--- src/rtl/fp_add_pipe.sv ---
// fp_add_pipe: 3-stage valid/ready floating-point adder/subtractor with RNE rounding and exception flags.
// Define FP_ADD_SUBNORM_EN for full subnormal support; otherwise subnormals flush to signed zero.
module fp_add_pipe #(
  parameter int EXP_W = 5,
  parameter int MAN_W = 10
) (
  input  logic                   CLK,
  input  logic                   RESETn,
  input  logic                   in_valid,
  output logic                   in_ready,
  input  logic [EXP_W+MAN_W:0]   A,
  input  logic [EXP_W+MAN_W:0]   B,
  input  logic                   sub,
  output logic                   out_valid,
  input  logic                   out_ready,
  output logic [EXP_W+MAN_W:0]   sum,
  output logic [3:0]             flags
);
  localparam int W = 1 + EXP_W + MAN_W;
  localparam int MW = MAN_W + 4;
  localparam int LW = $clog2(MW + 1) + 1;
  localparam int XW = (EXP_W + 2 > LW) ? EXP_W + 2 : LW;
  localparam logic [EXP_W-1:0] EMAX = '1;
  localparam logic [W-1:0] QNAN = {1'b0, EMAX, 1'b1, {(MAN_W-1){1'b0}}};

  logic en;
  assign en = out_ready || !out_valid;
  assign in_ready = en;

  logic sa, sb, ha, hb, a_nan, b_nan, a_inf, b_inf, swap, sx, sy, spec, spec_inv;
  logic [EXP_W-1:0] ea, eb, ex, ey, diff;
  logic [MW-1:0] ma, mb, mx, my, my_al;
  logic [2*MW-1:0] sh_v;
  logic [31:0] sh_n;
  logic [W-1:0] spec_w;

  // Stage 1 combinational: unpack, classify specials, order by magnitude, align the smaller operand
  always_comb begin
    sa = A[W-1];
    sb = B[W-1] ^ sub;
    ha = |A[W-2:MAN_W];
    hb = |B[W-2:MAN_W];
    a_nan = &A[W-2:MAN_W] && |A[MAN_W-1:0];
    b_nan = &B[W-2:MAN_W] && |B[MAN_W-1:0];
    a_inf = &A[W-2:MAN_W] && !(|A[MAN_W-1:0]);
    b_inf = &B[W-2:MAN_W] && !(|B[MAN_W-1:0]);
`ifdef FP_ADD_SUBNORM_EN
    ma = {ha, A[MAN_W-1:0], 3'b000};
    mb = {hb, B[MAN_W-1:0], 3'b000};
`else
    ma = ha ? {1'b1, A[MAN_W-1:0], 3'b000} : '0;
    mb = hb ? {1'b1, B[MAN_W-1:0], 3'b000} : '0;
`endif
    ea = ha ? A[W-2:MAN_W] : EXP_W'(1);
    eb = hb ? B[W-2:MAN_W] : EXP_W'(1);
    swap = {eb, mb} > {ea, ma};
    ex = swap ? eb : ea;
    ey = swap ? ea : eb;
    mx = swap ? mb : ma;
    my = swap ? ma : mb;
    sx = swap ? sb : sa;
    sy = swap ? sa : sb;
    diff = ex - ey;
    sh_n = (32'(diff) > 32'(MW)) ? 32'(MW) : 32'(diff);
    sh_v = {my, {MW{1'b0}}} >> sh_n;
    my_al = {sh_v[2*MW-1:MW+1], sh_v[MW] | (|sh_v[MW-1:0])};
    spec = a_nan | b_nan | a_inf | b_inf;
    spec_inv = a_inf & b_inf & (sa != sb);
    spec_w = (a_nan | b_nan | spec_inv) ? QNAN :
             a_inf ? {sa, EMAX, {MAN_W{1'b0}}} : {sb, EMAX, {MAN_W{1'b0}}};
  end

  logic s1_v, s1_spec, s1_inv, s1_sx, s1_esub;
  logic [W-1:0] s1_sw;
  logic [EXP_W-1:0] s1_e;
  logic [MW-1:0] s1_mx, s1_my;

  // Stage 1 register: aligned operands plus the special-case bypass word
  always_ff @(posedge CLK or negedge RESETn) begin
    if (!RESETn) begin
      s1_v <= 1'b0;
      s1_spec <= 1'b0;
      s1_inv <= 1'b0;
      s1_sx <= 1'b0;
      s1_esub <= 1'b0;
      s1_sw <= '0;
      s1_e <= '0;
      s1_mx <= '0;
      s1_my <= '0;
    end else if (en) begin
      s1_v <= in_valid;
      s1_spec <= spec;
      s1_inv <= spec_inv;
      s1_sx <= sx;
      s1_esub <= sx ^ sy;
      s1_sw <= spec_w;
      s1_e <= ex;
      s1_mx <= mx;
      s1_my <= my_al;
    end
  end

  logic [MW:0] add_r;

  // Stage 2 combinational: magnitude add or subtract; the larger operand guarantees a non-negative result
  always_comb add_r = s1_esub ? {1'b0, s1_mx} - {1'b0, s1_my} : {1'b0, s1_mx} + {1'b0, s1_my};

  logic s2_v, s2_spec, s2_inv, s2_sign;
  logic [W-1:0] s2_sw;
  logic [EXP_W-1:0] s2_e;
  logic [MW:0] s2_m;

  // Stage 2 register: raw sum; an exact cancellation takes +0, a same-sign zero keeps its sign
  always_ff @(posedge CLK or negedge RESETn) begin
    if (!RESETn) begin
      s2_v <= 1'b0;
      s2_spec <= 1'b0;
      s2_inv <= 1'b0;
      s2_sign <= 1'b0;
      s2_sw <= '0;
      s2_e <= '0;
      s2_m <= '0;
    end else if (en) begin
      s2_v <= s1_v;
      s2_spec <= s1_spec;
      s2_inv <= s1_inv;
      s2_sign <= (s1_esub && add_r == '0) ? 1'b0 : s1_sx;
      s2_sw <= s1_sw;
      s2_e <= s1_e;
      s2_m <= add_r;
    end
  end

  logic [XW-1:0] e, lz, sh, ne, fld;
  logic [MW-1:0] n;
  logic [MAN_W+1:0] rnd;
  logic g, r, s, inx, inc, tiny, flush, ovf, zero;
  logic [W-1:0] res_w;
  logic [3:0] res_f;

  // Stage 3 combinational: normalise, round to nearest even, then apply specials, zero, flush and overflow
  always_comb begin
    e = XW'(s2_e);
    lz = XW'(MW);
    for (int i = 0; i < MW; i++) if (s2_m[i]) lz = XW'(MW - 1 - i);
`ifdef FP_ADD_SUBNORM_EN
    sh = (lz < e) ? lz : e - XW'(1);
    flush = 1'b0;
`else
    sh = lz;
    flush = !s2_m[MW] && lz >= e;
`endif
    n = s2_m[MW] ? {s2_m[MW:2], |s2_m[1:0]} : s2_m[MW-1:0] << sh;
    ne = s2_m[MW] ? e + XW'(1) : e - sh;
    g = n[2];
    r = n[1];
    s = n[0];
    inx = g | r | s;
    inc = g & (r | s | n[3]);
    rnd = {1'b0, n[MW-1:3]} + (MAN_W+2)'(inc);
    fld = rnd[MAN_W+1] ? ne + XW'(1) : rnd[MAN_W] ? ne : '0;
    ovf = fld >= XW'(EMAX);
    tiny = !n[MW-1];
    zero = s2_m == '0;
    res_w = s2_spec ? s2_sw :
            zero ? {s2_sign, {(W-1){1'b0}}} :
            flush ? {s2_sign, {(W-1){1'b0}}} :
            ovf ? {s2_sign, EMAX, {MAN_W{1'b0}}} :
            {s2_sign, fld[EXP_W-1:0], rnd[MAN_W+1] ? {MAN_W{1'b0}} : rnd[MAN_W-1:0]};
    res_f = s2_spec ? {s2_inv, 3'b000} :
            zero ? 4'b0000 :
            flush ? 4'b0011 :
            ovf ? 4'b0101 :
            {2'b00, tiny & inx, inx};
  end

  // Output register: holds result and flags while downstream stalls
  always_ff @(posedge CLK or negedge RESETn) begin
    if (!RESETn) begin
      out_valid <= 1'b0;
      sum <= '0;
      flags <= '0;
    end else if (en) begin
      out_valid <= s2_v;
      sum <= res_w;
      flags <= res_f;
    end
  end
endmodule

--- config.mk ---
export PLATFORM = sky130hd
export DESIGN_NAME = fp_add_pipe
export DESIGN_NICKNAME = d
export VERILOG_FILES = /design/src/rtl/fp_add_pipe.sv
export SDC_FILE = /design/constraint.sdc
export NUM_CORES = 1
export LEC_CHECK = 0
export ABC_AREA = 1
export CAP_MARGIN = 10
export CORE_MARGIN = 2
export CORE_UTILIZATION = 30
export DETAILED_ROUTE_END_ITERATION = 7
export GPL_TIMING_DRIVEN = 0
export PLACE_DENSITY = 0.51
export SYNTH_ARGS = -nofsm -noshare
export SYNTH_HDL_FRONTEND = slang
export SYNTH_SLANG_ARGS = --single-unit
--- constraint.sdc ---
create_clock -name CLK -period 4.45 [get_ports CLK]
set_clock_uncertainty 0.05 [all_clocks]
set_input_delay 0.6675 -clock CLK [delete_from_list [all_inputs] [get_ports CLK]]
set_output_delay 0.6675 -clock CLK [all_outputs]
set_load 0.1 [all_outputs]
# --- Word-level counts from Yosys, hierarchy flattened ---
# Index checks and enable logic that the tools add are counted.
totals:
  regBits: 115
  out_inout_bits: 22
  word_cells: 112
  romBits: 0
  in_bits: 37
  n_memories: 0
  latch_bits: 0
  mem_bits_rw: 0
classes:
  n_eq_ne: 1
  n_mul: 0
  n_reduce_logical: 22
  n_mux: 42
  bitwise_logic: 15
  magnitude_cmp: 4
  n_shift: 2
  div: 0
  add_sub_neg: 7
ops:
  columns: ["cell", "count"]
  rows:
  - ["2-to-1 mux 7 bit", 13]
  - ["2-to-1 mux 14 bit", 5]
  - ["2-to-1 mux 15 bit", 4]
  - ["2-to-1 mux 16 bit", 3]
  - ["logical NOT 15 bit", 2]
  - ["right shift 28 x 5 -> 28 bit", 1]
  - ["2-to-1 mux 5 bit", 5]
  - ["OR reduction 10 bit", 2]
  - ["greater-than comparator 19 bit", 1]
  - ["adder 14 x 14 -> 15 bit", 1]
  - ["2-to-1 mux 3 bit", 5]
  - ["subtractor 14 x 14 -> 15 bit", 1]
  - ["OR reduction 14 bit", 1]
  - ["left shift 14 x 7 -> 14 bit", 1]
  - ["adder 11 x 1 -> 12 bit", 1]
  - ["2-to-1 mux 10 bit", 1]
  - ["AND reduction 5 bit", 2]
  - ["OR reduction 5 bit", 2]
  - ["bitwise OR 1 bit", 9]
  - ["adder 7 x 1 -> 7 bit (second input constant)", 1]
  - ["greater-or-equal comparator 7 x 5 -> 1 bit", 1]
  - ["greater-or-equal comparator 7 x 5 -> 1 bit (second input constant)", 1]
  - ["subtractor 5 x 7 -> 7 bit", 1]
  - ["adder 5 x 1 -> 6 bit (second input constant)", 1]
  - ["other kinds (12)", 28]

# --- Depth between registers and ports, before layout ---
depth:
  word_depth: 27
  mapped_depth: 35
  mapped_depth_nobuf: 33

# --- Worst setup path before layout ---
# Ideal clock, no wire load.
synth_path:
  path_kind: "input port to flip-flop"
  start: "input port B[10]"
  end: "register s1_my[0]"
  required_time_ps: 4277
  arrival_time_ps: 4009
  path_stages: 34
  setup_slack_ps: 268
  setup_ps: 123
  cell_sequence: "inv_1 > nand4_1 > clkbuf_1 > nand2_1 > inv_1 > ha_1 > a21oi_1 > o21a_1 > o221ai_1 > nand2_1 > nand2_1 > nand2_1 > buf_2 > nand2_1 > nand3_1 > ha_1 > inv_1 > nand2_1 > nand2_1 > nand2_1 > nand2_1 > nand2_1 > buf_4 > nand3_1 > buf_4 > nand2_1 > nand3_1 > nand3_1 > nand2_1 > nand2_1 > nor2_1 > nand2_1 > nand2_1 > nand2_1"
synth_between:
  elab_chain_cells: 10
  word_cells_on_any_way: 13
synth_rtl:
  columns: ["element", "line_no", "source"]
  rows:
  - ["start, declared", "12", "input logic [EXP_W+MAN_W:0] B,"]
  - ["OR reduction 5 bit", "42", "hb = |B[W-2:MAN_W];"]
  - ["2-to-1 mux 14 bit / 2-to-1 mux 5 bit (equally long branches)", "52, 55", null]
  - ["greater-than comparator 19 bit", "56", "swap = {eb, mb} > {ea, ma};"]
  - ["2-to-1 mux 5 bit (on tied branches)", "57, 58", null]
  - ["subtractor 5 bit", "63", "diff = ex - ey;"]
  - ["greater-than comparator 5 x 4 -> 1 bit", "64", "sh_n = (32'(diff) > 32'(MW)) ? 32'(MW) : 32'(diff);"]
  - ["2-to-1 mux 5 bit", "64", null]
  - ["right shift 28 x 5 -> 28 bit (*)", "65", "sh_v = {my, {MW{1'b0}}} >> sh_n;"]
  - ["OR reduction 14 bit", "66", "my_al = {sh_v[2*MW-1:MW+1], sh_v[MW] | (|sh_v[MW-1:0])};"]
  - ["bitwise OR 1 bit (*)", "66", null]
  - ["end signal, assigned", "99", "s1_my <= my_al;"]
  - ["end, declared", "76", "logic [MW-1:0] s1_mx, s1_my;"]
# Mark *: on every way between the ends. The rest lies on a longest branch, timed or not.
# A chain may end at the register's enable or synchronous reset.

# --- Worst setup path after layout ---
# Ends and elaborated chain as after synthesis.

==> impl_metrics.csv <==
group,metric,value,unit
run_status,outcome,"finished clean",
clock_tree,cts_tree,"built",
detailed_routing,drt-total-wl,23.29,mm
yosys,yosysWarnings,0,
die,placementRows,56,
placed_design,gp_congestion,0.9087,
placed_design,port_buffers,58,
clock_tree,clk_latency,360,ps
clock_tree,cts_hold_buf,0,
job,maxCapViolCount,0,
detailed_routing,post-route-drc-count,0,
min_path,hp-class,"input pin to async pin",
detailed_routing,dr.pass1.iters,4,
die,ios,59,
die,coreArea,0.02361,mm2
placed_design,placed_cell_area,0.008274,mm2
detailed_routing,drtAntennaViolNets,0,
sta,holdWs,142.0,ps
clock_tree,cts_inserted_buffers,9,
placed_design,place_inst,1484,
detailed_routing,vias_per_cell,4.957,
power_and_ir_drop,peakVddDrop,0.0003166,V
grt,antenna_found_initial,0,
layout,drive_gt1_frac,0.1362,
yosys,postSynthAreaPerCell,6.573,um2
layout,layout_commonest_cell,"nand2_1",
placed_design,hpwl,18.30,mm
detailed_routing,drt_iter0_drc,328,
layout,final_util,0.3867,
grt,busiest_layer,"met2",
yosys,synth-seq-cells,86,
grt,grtUsageMet1,0.2406,
layout,nets,1274,
detailed_routing,vias,7549,
sta,rsz0062_at_grt,"true",
grt,grt_pass1_wl,38.34,mm
worst_setup_path,required,4650,ps
sta,fin_crit,4254,ps
worst_setup_path,slowest_stage,"clkbuf_8",
grt,gr-usage-met3,0.02156,
sta,slew_headroom,0.3398,
yosys,syn_area,0.007269,mm2
yosys,yosysUniqueCellTypes,43,
yosys,syn_nets,1181,
yosys,yosysTopAreaCell,"dfrtp_1",
die,start_util,0.3079,
clock_tree,h-tree-depth,3,
yosys,synth_top_area_frac,0.2960,
clock_tree,max-clock-path-buffers,2,
layout,fill_cells,2553,
layout,diodes,0,
die,dieArea,0.02549,mm2
grt,grt_use_total,0.1855,
worst_setup_path,cp_max_fo,5,
worst_setup_path,crit_top_cell,"nand2_1",
grt,grt_pass1_vias,7400,
layout,fin_cells,1523,
layout,final_cell_mix,"nand2_1, inv_1, nand3_1, dfrtp_1, nor2_1",
power_and_ir_drop,power.leakage,4.492,nW
sta,setup_viol,0,
worst_setup_path,worstSetupStartpointType,"input pin",
grt,use_met2,0.3152,
power_and_ir_drop,p_per_area,738.2,mW/mm2
sta,worst_pin_slew,987.2,ps
grt,globalRouteOverflowTotal,0,
worst_setup_path,slowest_delay,260,ps
clock_tree,clk_pin_slew,80,ps
clock_tree,clock-sinks,86,
layout,design_area,0.009131,mm2
layout,syn2layout_area_growth,25.61,%
sta,finalSetupTns,0,ps
yosys,synthCells,1106,
sta,min_period_over_period,0.9559,
detailed_routing,post_drt_wl_per_cell,15.29,um
yosys,yosysSeqAreaShare,0.2960,
grt,grt_max_degree,69,
worst_setup_path,path_class,"input pin to flip-flop",
sta,maxSlewViolCount,0,
sta,fmax,235.1,MHz
die,die_height,159.7,um
die,dieWidth,159.7,um
worst_setup_path,crit_arrival,4450,ps
worst_setup_path,end_kind,"flip-flop",
clock_tree,root_buffer,"clkbuf_16",
yosys,ys_top_cells_by_area,"dfrtp_1, nand2_1, nand3_1",
sta,hold_viol,0,
-- layout make-up --
type	count	area, um2	area share
Clock inverter	7	92.59	0.01014
Buffer	40	231.5	0.02535
Clock buffer	9	225.2	0.02466
Timing Repair Buffer	82	777.0	0.08509
Sequential cell	86	2152	0.2357
Inverter	144	540.5	0.05919
Tap cell	319	399.1	0.04371
Multi-Input combinational cell	836	4713	0.5162
-- routing by layer --
layer	wire (um)	part of all wire	vias to the layer above
li1	-	-	3847
met1	10790	0.46	3491
met2	10970	0.47	166
met3	704	0.030	45
met4	824	0.035	0
met5	0	0	-
-- logic make-up after synthesis --
| kind of cell | after synthesis | share of synthesized area |
|---|---|---|
| simple gates | 588 | 0.3547 |
| compound gates | 177 | 0.1439 |
| xor+xnor | 33 | 0.03976 |
| buf+inv | 184 | 0.09914 |
| flops | 86 | 0.2960 |
| fa+ha+maj | 38 | 0.06644 |
-- synth_stat cells --
master	n
buf_1	7
a22o_1	1
a32o_1	1
nand3_1	126
clkinv_1	2
fa_1	1
ha_1	37
o31ai_1	3
xor2_1	24
dfrtp_1	86
buf_4	2
a31oi_1	11
o21ai_2	2
nor2_4	2
clkbuf_1	23
o21bai_1	4
o21a_1	11
nand2_4	4
buf_6	2
o221ai_1	15
o22ai_1	7
nand3_2	4
o21ai_0	67
a21oi_2	2
o211ai_1	2
nor3_1	6
o21ai_1	12
nand2_2	5
a22oi_1	2
nor3_2	2
a21oi_1	36
nor2_2	5
or2_2	3
nand3b_1	3
nor4_1	7
xnor2_1	9
nor2_1	82
nand2_1	314
inv_2	2
a211oi_1	1
buf_2	6
nand4_1	25
inv_1	140
-- stage by stage --
stage / total power (W) / worst slack (ps)
final: 0.006740 / 196.0
after global routing: 0.007400 / -80.99
after CTS: 0.006720 / 9.738
after detailed placement: 0.005769 / -1426
after global placement: 0.005762 / -1385
after floorplan: 0.004680 / 267.5
-- state kept, by name (all words and copies together) (netlist names) --
name / cells
s2_m: 15
s2_spec: 1
s1_sw: 3
s2_v: 1
s1_mx: 11
sum: 16
s1_sx: 1
s1_inv: 1
s1_spec: 1
s2_inv: 1
s2_e: 5
s2_sw: 3
s1_my: 14
s2_sign: 1
out_valid: 1
s1_v: 1
flags: 4
s1_e: 5
s1_esub: 1
-- critical path, delay by kind of cell --
kind | cells | cell delay [ps]
and+or+nand+nor | 22 | 1830
buffers and inverters | 8 | 1110
adders and majority gates | 2 | 430
AOI/OAI and AO/OA | 3 | 410
-- final timing paths --
kind	startpoint	end	slack (ps)	cells after the start
max	B[10]	s1_my[0]	200	35
min	RESETn	s2_m[14]	140	1
max reg2reg	s2_m[10]	sum[5]	460	21
min reg2reg	s2_v	out_valid	410	2
max in group asynchronous	RESETn	s1_my[11]	3580	2
min in group CLK	s2_v	out_valid	410	2
-- power breakdown --
| group | switching [W] | leakage (nW) | internal, W |
|---|---|---|---|
| Sequential | 0.000233 | 1.05 | 0.00107 |
| Combinational | 0.00311 | 3.29 | 0.00150 |
| Clock | 0.000373 | 0.154 | 0.000451 |
-- timing repair --
| item | 4_1_cts | 5_1_grt |
|---|---|---|
| setup endpoints to repair | 16 | 16 |
| gates resized for setup | 82 | 45 |
| buffers inserted | 16 | 4 |
| endpoints found under the hold margin | 0 | 0 |
| pin swaps | 24 | 17 |
| gates cloned | 3 | 0 |
Power figures use the tool's default switching activity.
==> edit 1 (same flow settings) <==
`MAN_W`: 10 -> 5.
--- a/src/rtl/fp_add_pipe.sv
+++ b/src/rtl/fp_add_pipe.sv
@@ -4,3 +4,3 @@
   parameter int EXP_W = 5,
-  parameter int MAN_W = 10
+  parameter int MAN_W = 5
 ) (
Ports: changed (resized A, B and sum); port bits go from 59 to 44. The function was not compared with the original's and may differ.
==> edit 1 against the original RTL <==
  * Register-to-register slack gained 310 ps
  * Sequential cell count is 20 lower
  * Sequential share of layout area grew 1.4 points
  * Wire length fell by 37%
  * Critical endpoint unchanged
  * Worst setup slack better by 190 ps
  * Highest routed layer unchanged
  * Synthesized area is 26% lower
  * Critical path type unchanged
  * Power down 28%
  * Final area decreased by 28%
==> edit 1: results (changes against the original RTL) <==
stage;metric;value;unit;change
outcome;run status;finished clean;;
route;DRT Wirelength;14700;um;-37%
timing;period utilization;91.3;%;-4.3 points
cts;Worst-path clk slew;60;ps;-20 ps
yosys;count of different cell masters after synthesis;49;;+14%
worst_setup_path;CP max FO;10;;+5
route;post-detailed-route via-to-cell ratio;4.71;;-5.0%
placement;GP Congestion;0.895;;-1.5%
worst_setup_path;R2R depth;23;;+9.5%
layout;multi-input logic area;3300;um2;-30%
worst_setup_path;Worst path max stage delay;480;ps;+220 ps
yosys;FF+latch count, synth;66;;-23%
yosys;Syn Area/Cell;6.82;um2;+3.7%
placement;placed inst area;6090;um2;-26%
grt;GRT Resource Usage Total;16.5;%;-2.0 points
pwr;Pint;2270;uW;-25%
placement;Port Buffer Count;43;;-26%
timing;Worst Hold Slack;370;ps;+228 ps
worst_setup_path;flop-to-flop setup slack;770;ps;+310 ps
placement;Place WS;-442;ps;+984 ps
pwr;leakage;0.00333;uW;-26%
route;wl on met1;7440;um;-31%
cts;post-CTS setup buffers;0;;-16
grt;grt met1 use;23.3;%;-0.81 points
layout;count of non-CTS buffers in the layout;76;;-38%
route;Detailed Routing Iterations Pass 1;5;;+1
yosys;register area share after synthesis;30.7;%;+1.1 points
layout;clock network share of area;4.70;%;+1.2 points
timing;max_slew headroom;34.1;%;+0.11 points
route;DR WL met2;6600;um;-40%
layout;Nets;914;;-28%
worst_setup_path;CP Launch Point;B[8];;
layout;biggest regs;sum: 11 flops, s2_m: 10 flops, s1_my: 9 flops;;
route;met3 WL;395;um;-44%
floorplanning;FP Rows;48;;-14%
worst_setup_path;CP Data Arrival Time;4230;ps;-220 ps
route;DR iter-0 viols;289;;-12%
layout;share of layout cells above drive strength 1;11.9;%;-1.7 points
worst_setup_path;Crit-path slowest cell;clkdlybuf4s50_1;;
yosys;top post-synthesis cells by area;dfrtp_1, nand2_1, inv_1, ha_1, nand3_1;;
placement;hpwl dp;11600;um;-37%
layout;Layout non-clock buf frac;9.43;%;-1.6 points
==> edit 1: cell types whose count changed after synthesis, sizes merged, moves of 6 or more <==
cell    change
buf        -14
a21oi      -16
dfrtp      -20
o221ai     -12
nand4      -12
nand3      -59
xnor2       -6
o21ai      -19
inv        -33
o21a        -6
ha          -9
nor2       -17
nand2      -80
==> edit 1: cells by family (layout without fill, tap and decap cells) <==
| family | Yosys count | count (layout) | synth area share [%] |
|---|---|---|---|
| buffers and inverters | 134 | 206 | 9.64 |
| flip-flops | 66 | 66 | 30.7 |
| adder cells (fa/ha/maj) | 29 | 29 | 6.88 |
| AND/OR/NAND/NOR | 419 | 420 | 36.2 |
| AO/OA/AOI/OAI | 119 | 119 | 12.9 |
| multiplexers | 1 | 1 | 0.186 |
| XOR/XNOR | 22 | 22 | 3.58 |
==> edit 1: power by group through the flow <==
stage,registers (uW),clock network [uW],logic [uW]
after detailed placement,995,0,3130
final,985,740,3150
after floorplan,1390,0,1990
after global placement,994,0,3120
after global routing,1020,781,3560
after CTS,985,758,3140
==> edit 2 (same flow settings) <==
Without the edit above. Reset style: synchronous (`RESETn`), changed in 3 clocked blocks.
--- a/src/rtl/fp_add_pipe.sv
+++ b/src/rtl/fp_add_pipe.sv
@@ -78,3 +78,3 @@
   // Stage 1 register: aligned operands plus the special-case bypass word
-  always_ff @(posedge CLK or negedge RESETn) begin
+  always_ff @(posedge CLK) begin
     if (!RESETn) begin
@@ -113,3 +113,3 @@
   // Stage 2 register: raw sum; an exact cancellation takes +0, a same-sign zero keeps its sign
-  always_ff @(posedge CLK or negedge RESETn) begin
+  always_ff @(posedge CLK) begin
     if (!RESETn) begin
@@ -177,3 +177,3 @@
   // Output register: holds result and flags while downstream stalls
-  always_ff @(posedge CLK or negedge RESETn) begin
+  always_ff @(posedge CLK) begin
     if (!RESETn) begin
Formal check against the unedited RTL: differs if RESETn is asserted again (counterexample within 4 cycles, from zero or initial values and one cycle with RESETn low); with RESETn held inactive, the same outputs for 4 cycles.
==> edit 2 against the original RTL <==
  * Synthesized area fell by 0.74%
  * Utilization fell by 0.44 points
  * Sequential share of layout area fell by 4.4 points
  * Power fell by 3.8%
  * Sequential cell count did not move
  * Final area fell by 1.4%
  * Wire length rose by 5.8%
  * Sequential power fell by 18%
  * Non-clock buffer count rose by 7
  * Worst setup slack improved by 16 ps
  * Largest cell class unchanged
  * Largest power group unchanged
==> edit 2: results (changes against the original RTL) <==
stage;metric;value;unit;change
placement;Port Buffer Count;57;;-1.7%
pwr;largest vdd supply drop;0.265;mV;-16%
grt;first-pass GRT wire length;39600;um;+3.3%
yosys;top post-synthesis cells by area;dfxtp_1, nand2_1, inv_1, nand3_1, a21oi_1;;
cts;number of buffers created by CTS;9;;unchanged
timing;max_slew headroom;35.2;%;+1.2 points
yosys;Net Count, Synth;1261;;+6.8%
hold_path;Min-Delay Startpoint;sum[3];;
yosys;asr flop ratio synth;0;%;-100 points
route;DR WL met2;12100;um;+11%
hold_path;Worst Hold Depth;2;;
yosys;count of different cell masters after synthesis;49;;+14%
worst_setup_path;RR Startpoint;s2_m[1];;
cts;clock root buffer;clkbuf_16;;
grt;vias in the first global route;7566;;+2.2%
worst_setup_path;CP endpoint;s1_my[0];;
yosys;Synth Flop Type;dfxtp_1;;
worst_setup_path;Crit Reg-Reg Endpoint;sum[9];;
cts;Skew-Pair Late Insertion Delay;350;ps;
route;DR WL/cell;15.4;um;+0.68%
yosys;Syn Area/Cell;6.08;um2;-7.4%
cts;H-tree Lvls;3;;unchanged
placement;Place WS;-1470;ps;-41.3 ps
timing;Final WS setup;212;ps;+16.1 ps
worst_setup_path;Crit path max-delay family;simple AND/OR/NAND/NOR gates;;
layout;Nets;1351;;+6.0%
route;top sig layer;met4;;
outcome;run status;finished clean;;
yosys;register area share after synthesis;23.9;%;-5.7 points
layout;Antenna diodes;0;;unchanged
worst_setup_path;Crit-path slowest cell;ha_4;;
route;wl on met1;11200;um;+4.0%
pwr;leakage;0.00418;uW;-7.0%
route;DR iter-0 viols;544;;+66%
worst_setup_path;CP max FO;8;;+3
worst_setup_path;CP Launch Point;B[11];;
grt;largest net degree at the start of global routing;17;;-75%
worst_setup_path;R2R depth;27;;+29%
worst_setup_path;CP Data Arrival Time;4400;ps;-50 ps
layout;share of layout cells above drive strength 1;12.4;%;-1.2 points
grt;GRT Resource Usage Total;19.2;%;+0.67 points
placement;hpwl dp;19500;um;+6.6%
yosys;top post-synthesis cells by count;nand2_1, inv_1, nand3_1;;
route;met3 WL;718;um;+2.0%
worst_setup_path;flop-to-flop setup slack;360;ps;-100 ps
cts;Worst-path clk slew;70;ps;
hold_path;Tightest Hold Check Type;reg -> reg;;
placement;GP Congestion;0.905;;-0.36%
route;Vias;7930;;+5.0%
route;Detailed Routing Iterations Pass 1;5;;+1
worst_setup_path;Worst path max stage delay;280;ps;+20 ps
==> edit 2: layout make-up <==
| class | instances | area [um2] |
|---|---|---|
| Buffer | 50 | 270 |
| Clock buffer | 10 | 229 |
| Clock inverter | 6 | 78.8 |
| Fill cell | 2649 | 14500 |
| Inverter | 172 | 648 |
| Multi-Input combinational cell | 878 | 4930 |
| Sequential cell | 86 | 1720 |
| Tap cell | 319 | 399 |
| Timing Repair Buffer | 79 | 721 |
==> edit 2: metal layers <==
metal	track usage, %	vias to the layer above
li1	-	4088
met1	24.3	3653
met4	5.45	0
met2	34.6	160
met5	0	-
met3	1.90	29
==> edit 2: cell families after synthesis <==
group | count (synthesis) | synth area share, %
buffers and inverters | 222 | 12.0
adder cells (fa/ha/maj) | 38 | 6.69
XOR/XNOR | 36 | 4.37
flip-flops | 86 | 23.9
AO/OA/AOI/OAI | 236 | 18.3
AND/OR/NAND/NOR | 568 | 34.8
==> edit 2: power breakdown <==
part	leakage [uW]	switching [uW]	internal (uW)	total, uW
Combinational	0.00332	3110	1520	4630
Sequential	0.000709	139	933	1070
Clock	0.000151	339	447	786
==> edit 2: tightest hold or removal path, delay by kind of cell (launching register included) <==
kind / cells / cell delay [ps]
AND/OR/NAND/NOR: 1 / 60
flip-flops: 1 / 310
AO/OA/AOI/OAI: 1 / 50
==> edit 2: what timing repair did <==
action                                  4_1_cts  5_1_grt
resized for setup                            69       62
gates cloned                                  2        0
endpoints found under the setup margin       14       32
setup buffers                                16        4
pin swaps                                    16       23
==> edit 2: through the flow <==
step / std cells / cell area (um2) / hold slack [ps]
after global routing: 1600 / 9000 / 431
after floorplan: 1186 / 7220 / 380
after CTS: 1596 / 8810 / 418
final: 1600 / 9000 / 414
after global placement: 1562 / 8190 / 398
after detailed placement: 1562 / 8190 / 406
